**config.mk**
```make
export PLATFORM = sky130hd
export DESIGN_NAME = cpu_step_ctrl
export DESIGN_NICKNAME = d
export VERILOG_FILES = /design/src/rtl/cpu_step_ctrl.sv
export SDC_FILE = /design/constraint.sdc
export NUM_CORES = 1
export LEC_CHECK = 0
export ABC_AREA = 1
export CAP_MARGIN = 20
export CORE_ASPECT_RATIO = 1.2
export CORE_MARGIN = 3
export CORE_UTILIZATION = 49
export DETAILED_ROUTE_END_ITERATION = 6
export PLACE_DENSITY = 0.77
export SYNTH_ARGS = -nofsm -noshare
export SYNTH_HDL_FRONTEND = slang
export SYNTH_SLANG_ARGS = --single-unit
```
**constraint.sdc**
```tcl
create_clock -name clk -period 1.65 [get_ports clk]
set_clock_uncertainty 0.2 [all_clocks]
set_input_delay 0.33 -clock clk [delete_from_list [all_inputs] [get_ports clk]]
set_output_delay 0.33 -clock clk [all_outputs]
set_load 0.01 [all_outputs]
```
**src/rtl/cpu_step_ctrl.sv**
```systemverilog
// ---------------------------------------------------------------------------
// cpu_step_ctrl
//
// Run-control sequencer placed between the board clock/reset and the core.
// It produces a stretched synchronous reset for the core and a per-cycle
// clock enable, so the core can run freely, single-step, or run a counted
// burst of N enabled cycles. It also counts enabled cycles for debug display.
//
// Parameters:
//   RST_HOLD  rising edges cpu_rst stays high after reset release or a soft
//             reset (>= 1)
//   CNT_W     width of burst_len and cycle_cnt
//
// Ports:
//   clk        in   system clock, all logic on the rising edge
//   rst        in   asynchronous active-low reset
//   mode       in   2'b00 halt, 2'b01 step, 2'b10 burst, 2'b11 run
//   start      in   operation request, sampled only in IDLE
//   burst_len  in   enabled-cycle count for burst, sampled with start
//   soft_rst   in   synchronous request to re-reset the core
//   cpu_rst    out  synchronous active-high reset to the core
//   cpu_en     out  core clock enable
//   busy       out  high whenever the state is not IDLE
//   done       out  one-cycle pulse when a step, burst or run completes
//   cycle_cnt  out  cycles with cpu_en=1 since the last core reset
//   state_dbg  out  current FSM state (RESET=0, IDLE=1, ACTIVE=2, FREE=3)
//
// Handshake: there is no ready/acknowledge. start is a plain level that is
// accepted only on an edge where the block is in IDLE; in any other state it
// is dropped, never queued. busy tells the requester when start will be seen.
// ---------------------------------------------------------------------------
module cpu_step_ctrl #(
    parameter int RST_HOLD = 2,
    parameter int CNT_W    = 16
) (
    input  logic             clk,
    input  logic             rst,
    input  logic [1:0]       mode,
    input  logic             start,
    input  logic [CNT_W-1:0] burst_len,
    input  logic             soft_rst,
    output logic             cpu_rst,
    output logic             cpu_en,
    output logic             busy,
    output logic             done,
    output logic [CNT_W-1:0] cycle_cnt,
    output logic [1:0]       state_dbg
);

    localparam logic [1:0] ST_RESET  = 2'd0;
    localparam logic [1:0] ST_IDLE   = 2'd1;
    localparam logic [1:0] ST_ACTIVE = 2'd2;
    localparam logic [1:0] ST_FREE   = 2'd3;

    localparam logic [1:0] MODE_HALT  = 2'b00;
    localparam logic [1:0] MODE_STEP  = 2'b01;
    localparam logic [1:0] MODE_BURST = 2'b10;
    localparam logic [1:0] MODE_RUN   = 2'b11;

    // Hold counter must be able to reach RST_HOLD itself.
    localparam int HOLD_W = (RST_HOLD < 1) ? 1 : $clog2(RST_HOLD + 1);

    localparam logic [HOLD_W-1:0] HOLD_ONE  = 1;
    localparam logic [HOLD_W-1:0] HOLD_LAST = HOLD_W'(RST_HOLD - 1);
    localparam logic [CNT_W-1:0]  CNT_ONE   = 1;

    logic [1:0]        state;
    logic [HOLD_W-1:0] hold_cnt;
    logic [CNT_W-1:0]  remaining;

    assign state_dbg = state;

    always_ff @(posedge clk or negedge rst) begin
        if (!rst) begin
            state     <= ST_RESET;
            cpu_rst   <= 1'b1;
            cpu_en    <= 1'b0;
            busy      <= 1'b1;
            done      <= 1'b0;
            cycle_cnt <= '0;
            hold_cnt  <= '0;
            remaining <= '0;
        end else if (soft_rst) begin
            // Aborts whatever is in flight; an aborted operation never
            // reports done.
            state     <= ST_RESET;
            cpu_rst   <= 1'b1;
            cpu_en    <= 1'b0;
            busy      <= 1'b1;
            done      <= 1'b0;
            cycle_cnt <= '0;
            hold_cnt  <= '0;
            remaining <= '0;
        end else begin
            done <= 1'b0;

            // Counts the cycle that the core actually executed on this edge.
            if (cpu_en) begin
                cycle_cnt <= cycle_cnt + CNT_ONE;
            end

            case (state)
                ST_RESET: begin
                    hold_cnt <= hold_cnt + HOLD_ONE;
                    if (hold_cnt == HOLD_LAST) begin
                        cpu_rst <= 1'b0;
                        busy    <= 1'b0;
                        state   <= ST_IDLE;
                    end
                end

                ST_IDLE: begin
                    if (start) begin
                        case (mode)
                            MODE_STEP: begin
                                remaining <= CNT_ONE;
                                cpu_en    <= 1'b1;
                                busy      <= 1'b1;
                                state     <= ST_ACTIVE;
                            end
                            MODE_BURST: begin
                                if (burst_len == '0) begin
                                    // Empty burst completes at once.
                                    done <= 1'b1;
                                end else begin
                                    remaining <= burst_len;
                                    cpu_en    <= 1'b1;
                                    busy      <= 1'b1;
                                    state     <= ST_ACTIVE;
                                end
                            end
                            MODE_RUN: begin
                                cpu_en <= 1'b1;
                                busy   <= 1'b1;
                                state  <= ST_FREE;
                            end
                            MODE_HALT: begin
                                // Halt ignores start entirely.
                            end
                            default: begin
                            end
                        endcase
                    end
                end

                ST_ACTIVE: begin
                    // mode is deliberately not looked at here.
                    if (cpu_en) begin
                        remaining <= remaining - CNT_ONE;
                        if (remaining == CNT_ONE) begin
                            cpu_en <= 1'b0;
                            done   <= 1'b1;
                            busy   <= 1'b0;
                            state  <= ST_IDLE;
                        end
                    end
                end

                ST_FREE: begin
                    if (mode != MODE_RUN) begin
                        cpu_en <= 1'b0;
                        done   <= 1'b1;
                        busy   <= 1'b0;
                        state  <= ST_IDLE;
                    end
                end

                default: begin
                    state   <= ST_RESET;
                    cpu_rst <= 1'b1;
                    cpu_en  <= 1'b0;
                    busy    <= 1'b1;
                end
            endcase
        end
    end

endmodule

```
* Word-level counts from Yosys, hierarchy flattened
Index checks and enable logic that the tools add are counted.
** Storage, ports and cells
- Input port bits :: 22
- Register bits :: 40
- Logic and storage cells :: 84
** Cells by class
- Reductions and logical operators :: 13
- $add $sub $neg :: 3
- Eq/ne operators :: 18
- Mux-type cells :: 42
** Operator list (number)
- 16-bit two-way mux :: 6
- 16-bit one-hot mux with 2 select lines :: 2
- 1-bit two-way mux :: 19
- 2-bit two-way mux :: 9
- 16-bit by 1-bit adder with 16-bit output, second input constant :: 1
- 16-bit by 1-bit == test with 1-bit output, second input constant :: 1
- 16-bit logical NOT :: 1
- 16-bit by 1-bit subtractor with 16-bit output, second input constant :: 1
- 3-bit inequality test, second input constant :: 5
- 7-bit AND reduction :: 2
- 5-bit AND reduction :: 2
- 2-bit == test, second input constant :: 4
- 4-bit inequality test, second input constant :: 2
- 2-bit one-hot mux with 4 select lines :: 1
- 2-bit by 1-bit == test with 1-bit output, second input constant :: 3
- 1-bit one-hot mux with 3 select lines :: 2
- 2-bit one-hot mux with 3 select lines :: 1
- 2-bit nonzero test :: 3
- 5-bit by 3-bit inequality test with 1-bit output, second input constant :: 1
- 4-bit by 3-bit inequality test with 1-bit output, second input constant :: 1
- 1-bit one-hot mux with 4 select lines :: 1
- 4-bit nonzero test :: 1
- 3-bit nonzero test :: 1
- 2-bit by 1-bit adder with 2-bit output, second input constant :: 1
- 5 further kinds :: 5

* Depth between registers and ports, before layout
Gate-level depths: netlist (run 1).
- Depth after elaboration :: 6
- Depth in mapped cells :: 12

* Worst setup path after synthesis (run 1)
No wires, ideal clock.
- Path kind :: register to register
- From :: register state[1], in the netlist state_dbg[1]
- To :: register remaining[12]
- Clock period less this slack :: 1793 ps
- Stages on the path, launching flop included :: 12
- Data arrival time :: 1476 ps
- Path buffers :: 1
- Path slack :: -143 ps
- Cell sequence :: dfrtp_1 inv_1 ha_1 inv_1 nor2_4 nand2_2 nand2_2 nor2_4 nand3_2 buf_4 nand2_1 nand2_1
** On the way
- Word-level cells in the longest chain between the ends :: 3
- Elaborated cells between the ends (all ways) :: 10
- Classes of those cells :: 6 x eq/ne; 2 x mux; 2 x reduce/logical
** RTL lines
- start: declaration :: RTL line 67 : logic [1:0] state;
- start signal: assignment :: RTL line 75 : state <= ST_RESET;
- start signal: assignment :: RTL line 86 : state <= ST_RESET;
- start signal: assignment :: RTL line 108 : state <= ST_IDLE;
- 2-bit by 1-bit == test with 1-bit output or 2-bit == test (tied branches) :: RTL line 102 : case (state)
- 4-bit by 3-bit inequality test with 1-bit output (no source line), or another cell as far along
- 5-bit AND reduction (no source line) or 16-bit two-way mux (tied branches)
- end signal: assignment :: RTL line 126 : remaining <= burst_len;
- end signal: assignment :: RTL line 149 : remaining <= remaining - CNT_ONE;
- end: declaration :: RTL line 69 : logic [CNT_W-1:0] remaining;
Several ways; a longest one is shown, not always the timed one.
A chain may end at the register's enable or synchronous reset.

* Worst setup path in the final report (run 1)
- From :: register state[1], in the netlist state_dbg[1]
- To :: register remaining[4]
The elaborated chain is that of the path after synthesis.

==> run_results.csv, run 1 <==
group,metric,value,unit
pwr,combPwrFrac,61.5,%
timing,finalCritPeriodShare,108,%
floorplan,io_pins,44,
floorplan,initial_core_util,51.1,%
setup_path,cp.required,1.64,ns
cells_and_area,final_common_cell,"nand2_1",
clocking,clk_pin_slew,0.08,ns
setup_path,r2r-end,"remaining[4]$_DFFE_PN0P_",
synth,ys_ff_latch,40,
status,status,"finished with violations",
timing,tns,-2.07,ns
clocking,ctsHtreeMaxLevel,2,
cells_and_area,areaGrowthSynthToFinish,45.0,%
synth,syn_avg_cell_area,6.63,um^2
setup_path,crit_type,"reg2reg",
clocking,cts_inserted_buffers,5,
pwr,switching_share,44.9,%
synth,yosysTopAreaCellShare,34.9,%
global_route,grt_busiest_layer,"met2",
setup_path,cp.arrival,1.77,ns
pwr,powerDensity,1400,nW/um^2
global_route,grt_pass1_wl,12.4,mm
global_route,grtUsageTotal,24.4,%
pwr,p_leak,2.03,nW
cells_and_area,nets,545,
setup_path,setup.worst_path.end_class,"flip-flop",
job,maxCapViolCount,0,
routing,first_iter_violations,127,
routing,dr.pass1.iters,4,
timing,whs,0.255,ns
pwr,pwr-share-seq,26.1,%
timing,slew_viol_final,0,
global_route,grt_pass1_vias,2910,
place,dp_hpwl,5.89,mm
pwr,p_int,0.00305,W
setup_path,worstRegToRegCells,11,
cells_and_area,diodes,0,
timing,hold_viol,0,
pwr,ir_worst_vdd,0.816,mV
floorplan,die_w,74.1,um
routing,drt_wl_total,7.78,mm
synth,synth_area_leader_cell,"dfrtp_1",
clocking,root_buffer,"clkbuf_8",
routing,drc,0,
timing,fmax,0.561,GHz
timing,period_needed,1.78,ns
setup_path,rrSetupSlack,-0.13,ns
global_route,grtUsageMet2,43.3,%
clocking,clk_latency,0.29,ns
setup_path,cp_max_fo,14,
synth,synthTopCellsByArea,"dfrtp_1, nand2_1, nor2_1",
place,dp_cells,561,
pwr,power.clock.fraction,12.4,%
pwr,switchingPower,0.00248,W
clocking,cts_tree,"built",
timing,setup_slack,-0.134,ns
routing,drtAntennaViolNets,0,
clocking,clockBufferDepth,2,
synth,yosysSeqAreaShare,36.8,%
floorplan,die_y,87.7,um
global_route,use_met3,3.67,%
cells_and_area,final_cell_mix,"nand2_1, buf_4, nor2_1",
timing,rsz0062_at_grt,"true",
global_route,antenna_found_initial,0,
synth,netlist-cell-type-count,34,
timing,setup_viol,20,
floorplan,fp.coreArea,5330,um^2
routing,vias_per_cell,5.27,
synth,synth_area,2720,um^2
cells_and_area,drive_above_1_share,26.4,%
timing,slew_headroom,78.8,%
min_path,hp-class,"in2async",
floorplan,rows,29,
global_route,met1_usage,29.0,%
synth,syn_inst,411,
synth,yosysWarnings,0,
clocking,clock_sinks,40,
synth,syn_nets,441,
global_route,overflow,0,
cells_and_area,fin_cells,578,
routing,avgRoutedWirePerCell,13.5,um
place,place.gp.congestion,0.892,
routing,dr_total_vias,3044,
status,violations,"negative setup slack",
global_route,grt_max_degree,16,
setup_path,start_kind,"flip-flop",
floorplan,dieArea,6490,um^2
timing,worstMarginPinSlew,0.317,ns
place,portBuffers,43,
setup_path,reg2reg_from,"state_dbg[1]$_DFFE_PN0P_",
[power groups by stage]
stage / Sequential, W / Combinational, W / Clock, W
finish: 0.00144 / 0.00340 / 0.000688
global route: 0.00147 / 0.00375 / 0.000743
CTS: 0.00143 / 0.00317 / 0.000708
detailed placement: 0.00146 / 0.00308 / 0
global placement: 0.00146 / 0.00298 / 0
floorplan: 0.00148 / 0.00186 / 0
[what timing repair did]
action / 4_1_cts / 5_1_grt
cloned: 0 / 0
hold endpoints to repair: 9 / 0
setup buffers: 5 / 3
resized for setup: 42 / 46
setup endpoints to repair: 43 / 35
pin swaps: 4 / 14
hold buffers: 1 / 0
[state kept, by name, indices dropped and copies added (netlist names)]
register and count:
state_dbg 2, hold_cnt 2, remaining 16, busy 1, done 1, cpu_rst 1
cpu_en 1, cycle_cnt 16
[final cells by class]
class / count / area [um^2]
fill: 430 / 1380
clock buffer: 6 / 82.6
clock inverter: 2 / 10.0
multi-input combinational: 318 / 1690
tap: 62 / 77.6
sequential: 40 / 1010
inverter: 44 / 168
timing repair buffer: 106 / 918
[Yosys cell counts, drive strengths merged]
cell type	n
o21bai	1
dfrtp	38
o22ai	3
a21oi	15
nand3	33
nand2	144
xor2	3
mux2i	1
ha	8
nor3	8
dfstp	2
buf	8
o211ai	1
nand3b	2
o21ai	22
nor2	64
inv	44
o21a	3
a31o	1
or2	1
nand4	5
and3	1
and2	1
a22oi	1
clkbuf	1
[cells by family after synthesis]
group	synth area share, %
simple gates	39.8
fa+ha+maj	3.67
xor+xnor	0.965
compound gates	9.74
mux	0.367
flops	36.8
buf+inv	8.64
[worst max path at each step]
stage	from	end	slack, ns	cells past startpoint
after detailed placement	soft_rst	remaining[3]$_DFFE_PN0P_	-0.44	10
after floorplan	state_dbg[1]$_DFFE_PN0P_	remaining[2]$_DFFE_PN0P_	-0.02	11
after global placement	soft_rst	remaining[3]$_DFFE_PN0P_	-0.41	10
after global routing	state_dbg[1]$_DFFE_PN0P_	remaining[14]$_DFFE_PN0P_	-0.21	12
final	state_dbg[1]$_DFFE_PN0P_	remaining[4]$_DFFE_PN0P_	-0.13	11
after CTS	state_dbg[1]$_DFFE_PN0P_	remaining[6]$_DFFE_PN0P_	-0.12	11
[per-layer routing]
layer	wire, um	vias up	part of all wire [%]
met5	0	-	0
met4	199	0	2.6
met3	374	20	4.8
met1	3160	1418	41
met2	4050	95	52
li1	-	1511	-
[stage by stage]
step	utilization (%)	worst slack, ns	power (W)	instance area [um^2]
6_report	74.1	-0.134	0.00553	3950
5_1_grt	74.1	-0.206	0.00596	3950
4_1_cts	71.1	-0.116	0.00532	3790
3_5_place_dp	67.8	-0.443	0.00454	3610
3_3_place_gp	67.8	-0.409	0.00444	3610
2_1_floorplan	-	-0.0234	0.00334	2770
[worst max-delay path: stages (launching register included)]
cell	delay, ns
dfrtp_2	0.42
inv_2	0.07
ha_4	0.18
inv_2	0.06
nor2_4	0.04
nand2_2	0.08
nand2_2	0.07
nor2_4	0.14
nand3_4	0.13
buf_12	0.18
nand2_1	0.05
o21ai_1	0.05
(Power assumes the default switching activity.)
==> inputs of run 2 (changes only) <==
--- a/config.mk
+++ b/config.mk
@@ -7,7 +7,7 @@
 export LEC_CHECK = 0
 export ABC_AREA = 1
 export CAP_MARGIN = 20
-export CORE_ASPECT_RATIO = 1.2
+export CORE_ASPECT_RATIO = 1.1
 export CORE_MARGIN = 3
 export CORE_UTILIZATION = 49
 export DETAILED_ROUTE_END_ITERATION = 6
==> run 2 against run 1 <==
  * The run still ends with negative setup slack left
  * Total power is 4.3% higher
  * Routed wire length is 15% higher
  * Combinational power is 6.5% higher
  * Non-clock buffer count is 19 higher
  * Global-route usage is 2.2 points higher
  * First-iteration DRC count is 140% higher
  * Setup slack worse by 0.11 ns
  * Hold slack worse by 0.018 ns
  * Register-to-register slack worse by 0.11 ns
  * Largest cell class unchanged
  * Largest power group unchanged
==> run_results.csv, run 2 (same netlist as run 1, synthesis figures left out) <==
group,metric,value,unit
pwr,power.clock.fraction,11.8,%
routing,drtAntennaViolNets,0,
timing,worstMarginPinSlew,0.444,ns
timing,period_needed,1.89,ns
place,pre_cts_ws,-0.445,ns
global_route,overflow,0,
setup_path,worstPathCellList,"buf_6, ha_4, inv_2, nor2_4, nand2_2, nand2_2, nor2_4, nand3_4, buf_6, nand2_1, o21ai_1",
min_path,hold_end,"cycle_cnt[4]$_DFFE_PN0P_",
floorplan,io_pins,44,
floorplan,dieArea,6490,um^2
setup_path,worst_path_largest_cell_delay,0.42,ns
pwr,p_leak,2.15,nW
clocking,clock_sinks,40,
global_route,grt_max_degree,20,
timing,setup_viol,20,
routing,route.met3.wl,725,um
cells_and_area,diodes,0,
routing,drt_wl_total,8.93,mm
global_route,antenna_found_initial,0,
floorplan,rows,27,
setup_path,worstRegToRegCells,11,
cells_and_area,final_cell_mix,"nand2_1, buf_4, nor2_1",
timing,tns,-3.53,ns
pwr,pwr-share-seq,25.4,%
setup_path,setup.worst_path.end_class,"flip-flop",
status,violations,"negative setup slack",
timing,rsz0062_at_grt,"true",
timing,slew_viol_final,0,
clocking,cts_tree,"built",
clocking,cts_inserted_buffers,5,
cells_and_area,areaGrowthSynthToFinish,53.1,%
pwr,switching_share,46.0,%
setup_path,crit_type,"reg2reg",
routing,first_iter_violations,304,
min_path,hp-start,"soft_rst",
setup_path,cp_max_fo,5,
clocking,clk_pin_slew,0.09,ns
setup_path,slowest_stage,"dfrtp_2",
job,maxCapViolCount,0,
cells_and_area,final_common_cell,"nand2_1",
floorplan,die_y,84.2,um
place,place.gp.congestion,0.925,
status,status,"finished with violations",
clocking,root_buffer,"clkbuf_8",
timing,hold_viol,0,
routing,drt-met1-wl,3.46,mm
setup_path,crit_path_start,"state_dbg[0]$_DFFE_PN0P_",
timing,setup_slack,-0.240,ns
clocking,clk_latency,0.31,ns
cells_and_area,nets,564,
min_path,hp-class,"in2reg",
setup_path,cp.required,1.63,ns
routing,wl_met2,4.45,mm
pwr,powerDensity,1380,nW/um^2
routing,drc,0,
setup_path,r2r-end,"remaining[11]$_DFFE_PN0P_",
clocking,clockBufferDepth,2,
setup_path,crit_family,"simple AND/OR/NAND/NOR gates",
global_route,grtUsageTotal,26.5,%
min_path,hold_depth,3,
setup_path,reg2reg_from,"state_dbg[0]$_DFFE_PN0P_",
timing,slew_headroom,70.4,%
routing,dr_total_vias,3280,
floorplan,die_w,77.1,um
cells_and_area,drive_above_1_share,29.9,%
place,dp_hpwl,6.11,mm
routing,avgRoutedWirePerCell,14.7,um
routing,highest_layer,"met4",
setup_path,crit_buf_inv,3,
timing,finalCritPeriodShare,115,%
global_route,grt_pass1_vias,3133,
routing,vias_per_cell,5.40,
routing,dr.pass1.iters,5,
pwr,switchingPower,0.00265,W
cells_and_area,utilization,80.2,%
setup_path,start_kind,"flip-flop",
pwr,p_int,0.00311,W
setup_path,rrSetupSlack,-0.24,ns
floorplan,fp.coreArea,5200,um^2
pwr,power,0.00577,W
place,portBuffers,43,
timing,fmax,0.529,GHz
pwr,ir_worst_vdd,1.05,mV
cells_and_area,fill_cells,363,
setup_path,cp.arrival,1.87,ns
global_route,grt_pass1_wl,14.0,mm
pwr,combPwrFrac,62.7,%
cells_and_area,largestRegisters,"cycle_cnt x16, remaining x16",
clocking,ctsHtreeMaxLevel,2,
floorplan,initial_core_util,52.4,%
[run 2: cell types whose count changed in the layout (fill, tap and decap cells not counted), moves of 3 or more]
cell / before / now
buf_4: 56 / 69
buf_6: 5 / 11
nand2_1: 128 / 124
o21ai_1: 6 / 9
[run 2: how the worst max path moves through the flow]
stage	end	slack (ns)	cells past startpoint
6_report	remaining[11]$_DFFE_PN0P_	-0.24	11
2_1_floorplan	remaining[2]$_DFFE_PN0P_	-0.02	11
3_3_place_gp	remaining[3]$_DFFE_PN0P_	-0.42	10
4_1_cts	remaining[14]$_DFFE_PN0P_	-0.18	12
3_5_place_dp	remaining[3]$_DFFE_PN0P_	-0.45	10
5_1_grt	state_dbg[0]$_DFFE_PN0P_	-0.33	10
[run 2: metal layers]
metal	up-vias	track usage (%)
li1	1558	-
met1	1496	33.7
met2	188	45.6
met3	38	4.29
met4	0	9.71
met5	-	0
[run 2: layout make-up]
class	count	area (um^2)	share of cell area (%)
Clock buffer	6	72.6	1.74
Clock inverter	2	12.5	0.300
Inverter	44	170	4.08
Multi-Input combinational cell	318	1740	41.7
Sequential cell	40	1010	24.2
Tap cell	72	90.1	2.16
Timing Repair Buffer	125	1080	25.8
[run 2: power by group through the flow]
stage,Sequential (W),Clock (W),Combinational (W)
3_5_place_dp,0.00148,0,0.00314
3_3_place_gp,0.00147,0,0.00305
5_1_grt,0.00149,0.000723,0.00401
6_report,0.00147,0.000683,0.00362
4_1_cts,0.00145,0.000679,0.00338
2_1_floorplan,0.00148,0,0.00186
[run 2: worst register-to-register path: stages, from the launching register on]
cell and delay [ns]:
dfrtp_2 0.42, buf_6 0.13, ha_4 0.17, inv_2 0.06, nor2_4 0.04, nand2_2 0.10, nand2_2 0.07, nor2_4 0.11
nand3_4 0.15, buf_6 0.18, nand2_1 0.08, o21ai_1 0.07
[run 2: repair_timing]
item,4_1_cts,5_1_grt
cloned,2,0
gates resized for setup,56,53
endpoints found under the setup margin,46,34
pin swaps,5,17
setup buffers,5,7
hold buffers,1,0
endpoints found under the hold margin,14,0
[run 2: per-stage QoR]
| step | std cells | hold slack [ns] | cell area (um^2) |
|---|---|---|---|
| after global placement | 584 | 0.102 | 3720 |
| after detailed placement | 584 | 0.104 | 3720 |
| after floorplan | 411 | -0.166 | 2770 |
| after global routing | 607 | 0.270 | 4170 |
| after CTS | 600 | 0.272 | 3930 |
| final | 607 | 0.238 | 4170 |
==> inputs of run 3 (changes only) <==
--- a/config.mk
+++ b/config.mk
@@ -10,6 +10,7 @@
 export CORE_ASPECT_RATIO = 1.1
 export CORE_MARGIN = 3
 export CORE_UTILIZATION = 49
+export CTS_CLUSTER_DIAMETER = 80
 export DETAILED_ROUTE_END_ITERATION = 6
 export PLACE_DENSITY = 0.77
 export SYNTH_ARGS = -nofsm -noshare
==> results of run 3 <==
The final DEF is identical to that of run 2; final timing and power are the same.
